**config.mk**
```make
export PLATFORM = sky130hd
export DESIGN_NAME = multi_req_driver
export DESIGN_NICKNAME = d
export VERILOG_FILES = /design/src/rtl/multi_req_driver.sv
export SDC_FILE = /design/constraint.sdc
export NUM_CORES = 1
export LEC_CHECK = 0
export ABC_AREA = 0
export CAP_MARGIN = 10
export CORE_AREA = 2 2 99 77
export DETAILED_ROUTE_END_ITERATION = 10
export DIE_AREA = 0 0 101 79
export PLACE_DENSITY = 0.91
export SLEW_MARGIN = 20
export SYNTH_ARGS = -nofsm -noshare
export SYNTH_HDL_FRONTEND = slang
export SYNTH_SLANG_ARGS = --single-unit
```
**constraint.sdc**
```tcl
create_clock -name clock -period 2.45 [get_ports clock]
set_input_delay 0.735 -clock clock [delete_from_list [all_inputs] [get_ports clock]]
set_output_delay 0.735 -clock clock [all_outputs]
set_load 0.1 [all_outputs]
```
**src/rtl/multi_req_driver.sv**
```systemverilog
// rtl/multi_req_driver.sv - start/done protocol initiator with request/response handshakes
module multi_req_driver #(
    parameter int WIDTH   = 32,
    parameter int TIMEOUT = 15
) (
    input  logic             clock,
    input  logic             reset,
    input  logic             req_valid,
    output logic             req_ready,
    input  logic [WIDTH-1:0] req_data,
    output logic             start,
    output logic [WIDTH-1:0] in,
    input  logic             done,
    input  logic [WIDTH-1:0] out,
    output logic             resp_valid,
    input  logic             resp_ready,
    output logic [WIDTH-1:0] resp_data,
    output logic             resp_timeout,
    output logic [3:0]       resp_latency,
    output logic             err_spurious
);

    localparam logic [1:0] S_IDLE  = 2'd0;
    localparam logic [1:0] S_START = 2'd1;
    localparam logic [1:0] S_WAIT  = 2'd2;
    localparam logic [1:0] S_RESP  = 2'd3;

    localparam logic [3:0] TIMEOUT_CNT = 4'(TIMEOUT);

    logic [1:0]       state;
    logic [WIDTH-1:0] op_buf;
    logic [3:0]       wait_cnt;

    // Handshake outputs come straight from the state register, so no input reaches them combinationally.
    assign req_ready  = (state == S_IDLE);
    assign start      = (state == S_START);
    assign resp_valid = (state == S_RESP);
    assign in         = start ? op_buf : '0;

    // Transaction sequencer: accept, pulse start, wait for done or timeout, hold response until taken.
    always_ff @(posedge clock) begin
        if (reset) begin
            state        <= S_IDLE;
            op_buf       <= '0;
            wait_cnt     <= 4'd0;
            resp_data    <= '0;
            resp_timeout <= 1'b0;
            resp_latency <= 4'd0;
        end else begin
            case (state)
                S_IDLE: begin
                    if (req_valid) begin
                        op_buf <= req_data;
                        state  <= S_START;
                    end
                end
                S_START: begin
                    // done here still reflects the unit's previous operation
                    wait_cnt <= 4'd1;
                    state    <= S_WAIT;
                end
                S_WAIT: begin
                    if (done) begin
                        resp_data    <= out;
                        resp_latency <= wait_cnt;
                        resp_timeout <= 1'b0;
                        state        <= S_RESP;
                    end else if (wait_cnt == TIMEOUT_CNT) begin
                        resp_data    <= '0;
                        resp_latency <= TIMEOUT_CNT;
                        resp_timeout <= 1'b1;
                        state        <= S_RESP;
                    end else begin
                        wait_cnt <= wait_cnt + 4'd1;
                    end
                end
                S_RESP: begin
                    if (resp_ready) begin
                        state <= S_IDLE;
                    end
                end
                default: state <= S_IDLE;
            endcase
        end
    end

    // Sticky flag for a done strobe arriving while no operation is outstanding.
    always_ff @(posedge clock) begin
        if (reset) begin
            err_spurious <= 1'b0;
        end else if (done && (state != S_WAIT)) begin
            err_spurious <= 1'b1;
        end
    end

endmodule
```
Word-level counts from Yosys, hierarchy flattened. Index checks and enable logic that the tools add are counted.

Memories kept: 0. Output and inout port bits: 73. Memory bits (read-only): 0. Latch bits: 0. Bits of input ports: 69. Memory bits (writable): 0. Flip-flop bits (word level): 76.

Shifts and indexed selects: 0. Divide/modulo/power cells: 0. Equality and inequality tests: 10. Multipliers: 0. Order comparisons: 0. Reduce and logical (&&, ||, !) cells: 8. Bitwise gates (word level): 0. $add $sub $neg: 1. Muxes and demuxes: 15.

Operators by type and width (count): $mux W32 (3); $mux W4 (4); $mux W2 (4); $ne A2 B2 Y1 const B (4); $pmux W2 S4 (1); $pmux W4 S2 (1); $reduce_and A3 Y1 (2); $add A4 B1 Y4 const B (1); $eq A2 B2 Y1 const B (2); $eq A4 B4 Y1 const B (1); $reduce_and A2 Y1 (2); $reduce_bool A2 Y1 (2); $ne A3 B3 Y1 const B (1); $eq A2 B1 Y1 const B (1); $logic_not A2 Y1 (1); $mux W1 (2); $ne A2 B1 Y1 const B (1); $logic_and A1 B1 Y1 (1).

Logic depth before layout (Yosys ltp).
Depth in word-level cells: 4. Gate-level depth with buffers: 7. Mapped depth without buffers: 5.

Worst setup path before layout. No wires, ideal clock.

Kind: reg2out. Start: register state[1]. End: output port in[10]. Slack: -0.585 ns. Arrival: 2.300 ns. Cell stages (with the launch flop): 5. Path buffers: 1. Cells stage by stage: dfxtp_1 inv_1 ha_1 clkbuf_1 and2_1.

Word-level cells in the longest chain between the ends: 2.

RTL lines: start, declared (line 30) `logic [1:0] state;`; start signal, assigned (line 43) `state <= S_IDLE;`; start signal, assigned (line 54) `state <= S_START;`; start signal, assigned (line 60) `state <= S_WAIT;`; $eq A2 B1 Y1 (line 36) `assign start = (state == S_START);`; named net start (line 11) `output logic start,`; $mux W32 (line 38) `assign in = start ? op_buf : '0;`; end, declared (line 12) `output logic [WIDTH-1:0] in,`.

The timed path passes the listed nets, and every way through them passes these cells.

Worst setup path after layout.
Start: register state[1]. End: output port in[15].

Word-level cells in the longest chain between the ends: 2.

RTL lines (line): $eq A2 B1 Y1 (36); $mux W32 (38).

Every way passes these cells.

==> key figures <==
Synthesis
  – Async SR Flop Fraction: 0%
  – Post-Syn Instances: roughly 320
  – Seq cells post-synth: between 70 and 80
  – Seq/Total Area, Yosys: between 50% and 60%
  – Syn_nets: about 390
  – Yosys warns: 0
  – Top cell type's share of synthesized area: 52.1%
  – Ys flop type: dfxtp_1
  – Leading area contributor after synthesis: dfxtp_1
  – EDFF count, synth: 0
  – Cell Area, Synth: between 0.002 and 0.003 mm2
  – Unique masters post-synth: 33
  – Largest cells by area after synthesis: dfxtp_1, a22o_1, nand2_1
  – Post-Syn Area per Cell: 9.21 um2

Global route
  – Global-route wire length before repair: 12400 um
  – Global-route usage over all layers: roughly 20%
  – Vias in the first global route: roughly 2.7k
  – Global Route met1 Usage: 22.8%
  – GRT overflow: 0
  – Met2 Resource Use GR: between 30% and 40%
  – Grt peak-use layer: met2
  – Global Route met3 Usage: between 4 and 5%
  – Initial antenna violation count: 0
  – Pin count of the biggest net entering global routing: 34

Cells and area
  – Layout Area Growth over Synthesis: 66.8%
  – Final design utilization: 68.7%
  – Number of diodes: 0
  – Nets@finish: about 530
  – Fraction of layout instances using a drive strength above 1: 29.3%

Floorplanning
  – Initial Util: around two fifths
  – Core ar.: between 0.007 and 0.008 mm2
  – I/O Pins: about 140
  – Die Span X: 101 um
  – Site Rows: 27
  – Die ar.: ~0.0080 mm2
  – Die height: around 79 um

CTS
  – CTS tree: done
  – CTS max path bufs: 2
  – TritonCTS Buffers: 9
  – Post_cts resized: 1
  – Post-CTS Setup Bufs: 0
  – H-Tree Depth: 3
  – Clk_lat worst skew: 340 ps
  – Sink Count: 76
  – Root buffer cell: clkbuf_8
  – Hold Buf Count CTS: 0
  – Clock-pin slew on the worst setup and hold paths: around 80 ps

Pwr
  – LEAKAGE: roughly 2.0 nW
  – Combinational share of power: between 40% and 50%
  – PwrDens: between 900 and 1000 mW/mm2
  – Sw Ratio: a little under half
  – Final Power: 4.57 mW
  – Worst IR Drop VDD: around 0.00052 V
  – Clk pwr share: about a fifth
  – Reg power frac: 33.3%
  – Net switching power: 2.06 mW
  – Int Pwr: approximately 2.5 mW

Detailed routing
  – Detailed Route WL: around 8000 um
  – Vias: 2715
  – Routed vias/inst: 4.99
  – Detailed Routing Iterations Pass 1: 6
  – Starting DRT DRC Count: 70
  – Drt wl/cell: around 15 um
  – Drt drc: 0
  – Post-DRT Antenna Nets: 0

Critical path
  – Critical Path AT: 1600 ps
  – Crit path kind: flip-flop to output port
  – Crit. End Element: output port
  – CP required: around 1700 ps
  – Startpoint Class: flip-flop
  – Crit Path Max Fanout: 33

STA
  – Min Tclk post-route: 2330 ps
  – Post-route setup TNS: 0 ps
  – Worst-margin pin slew: roughly 430 ps
  – Final period util: between 90% and 100%
  – Final setup viols: 0
  – RSZ-0062 raised after global routing: false
  – Worst Skew: about 8.1 ps
  – Final hold vios: 0
  – Slew Viols, Final: 0
  – FMAX: approximately 430 MHz
  – Relative slew slack: 71.1%

Placed design
  – Hpwl dp: about 5800 um
  – Routability Congestion: 0.823
  – I/O Buffers: between 100 and 150

Run
  – # Max-Cap Violations: 0

Min path
  – Min-delay worst type: flip-flop to flip-flop

Status
  – Outcome: finished clean
## final cells by class
type / instances / area [um2]
Clock inverter: 6 / 40.0
Sequential cell: 76 / 1520
Tap cell: 87 / 109
Inverter: 6 / 22.5
Timing Repair Buffer: 147 / 1730
Multi-Input combinational cell: 212 / 1310
Clock buffer: 10 / 138
Fill cell: 541 / 2220
## synth_stat cells, types with 2 or more instances
master and number:
a41oi_1 2, clkbuf_1 10, a31oi_1 2, dfxtp_1 76, buf_6 3, nor2_1 5, nand2_1 66, nand2b_1 4
nor3_1 5, inv_1 6, buf_2 8, a21oi_1 39, a22o_1 32, and2_1 33, a211oi_1 2, nor2b_1 2
ha_1 6
## stage by stage
step	cells	instance area (um2)	worst slack [ps]	hold slack [ps]
3_5_place_dp	528	4680	257	442
5_1_grt	544	4870	4.73	474
3_3_place_gp	528	4680	323	437
4_1_cts	544	4870	68.6	452
2_1_floorplan	317	2960	11.4	432
6_report	544	4870	117	452
## final timing paths
check,start,end,slack [ps],depth (start not counted)
worst max-delay path,state[1],in[15],120,4
worst min-delay path,op_buf[8],op_buf[8],450,2
worst max register to register,state[0],resp_data[5],700,7
worst min register to register,op_buf[8],op_buf[8],450,2
## kinds of logic after synthesis
kind of cell / Yosys count / share of synthesized area, %
AOI/OAI and AO/OA: 85 / 20.5
buffers and inverters: 29 / 4.88
muxes: 1 / 0.343
and+or+nand+nor: 120 / 19.6
DFF: 76 / 52.1
adders and majority gates: 6 / 2.57
## placed cells by master (no fill, tap or decap), drive strengths merged, types with 3 or more instances in the layout
master / Yosys / layout
nand2: 66 / 66
and2: 33 / 33
nand2b: 4 / 4
a21oi: 40 / 40
a211oi: 3 / 3
dfxtp: 76 / 76
buf: 12 / 80
clkdlybuf4s50: 0 / 67
clkbuf: 11 / 10
inv: 6 / 6
clkinv: 0 / 5
nor2: 6 / 6
nor3: 5 / 5
ha: 6 / 6
a22o: 32 / 32
## per-layer routing
| metal | vias up | part of all wire (%) | wire length, um |
|---|---|---|---|
| met3 | 15 | 4.1 | 326 |
| met2 | 67 | 52 | 4110 |
| met4 | 0 | 2.2 | 172 |
| li1 | 1347 | - | - |
| met5 | - | 0 | 0 |
| met1 | 1286 | 42 | 3350 |
## critical path: stages, from the launching register on
cell and delay (ps):
dfxtp_1 340, inv_1 150, ha_4 340, and2_2 240, buf_12 180
## registers in the layout, summed over array words and instances (netlist names)
register,count
op_buf,32
resp_latency,4
resp_data,32
resp_timeout,1
state,2
wait_cnt,4
err_spurious,1
## power by group through the flow
| stage | registers, mW | logic, mW | clock network [mW] |
|---|---|---|---|
| floorplan | 2.02 | 1.04 | 0 |
| global placement | 1.54 | 2.15 | 0 |
| detailed placement | 1.55 | 2.20 | 0 |
| CTS | 1.52 | 2.21 | 0.887 |
| global route | 1.54 | 2.29 | 0.932 |
| finish | 1.52 | 2.20 | 0.849 |
Note: power is estimated with default switching activity, not from simulation.
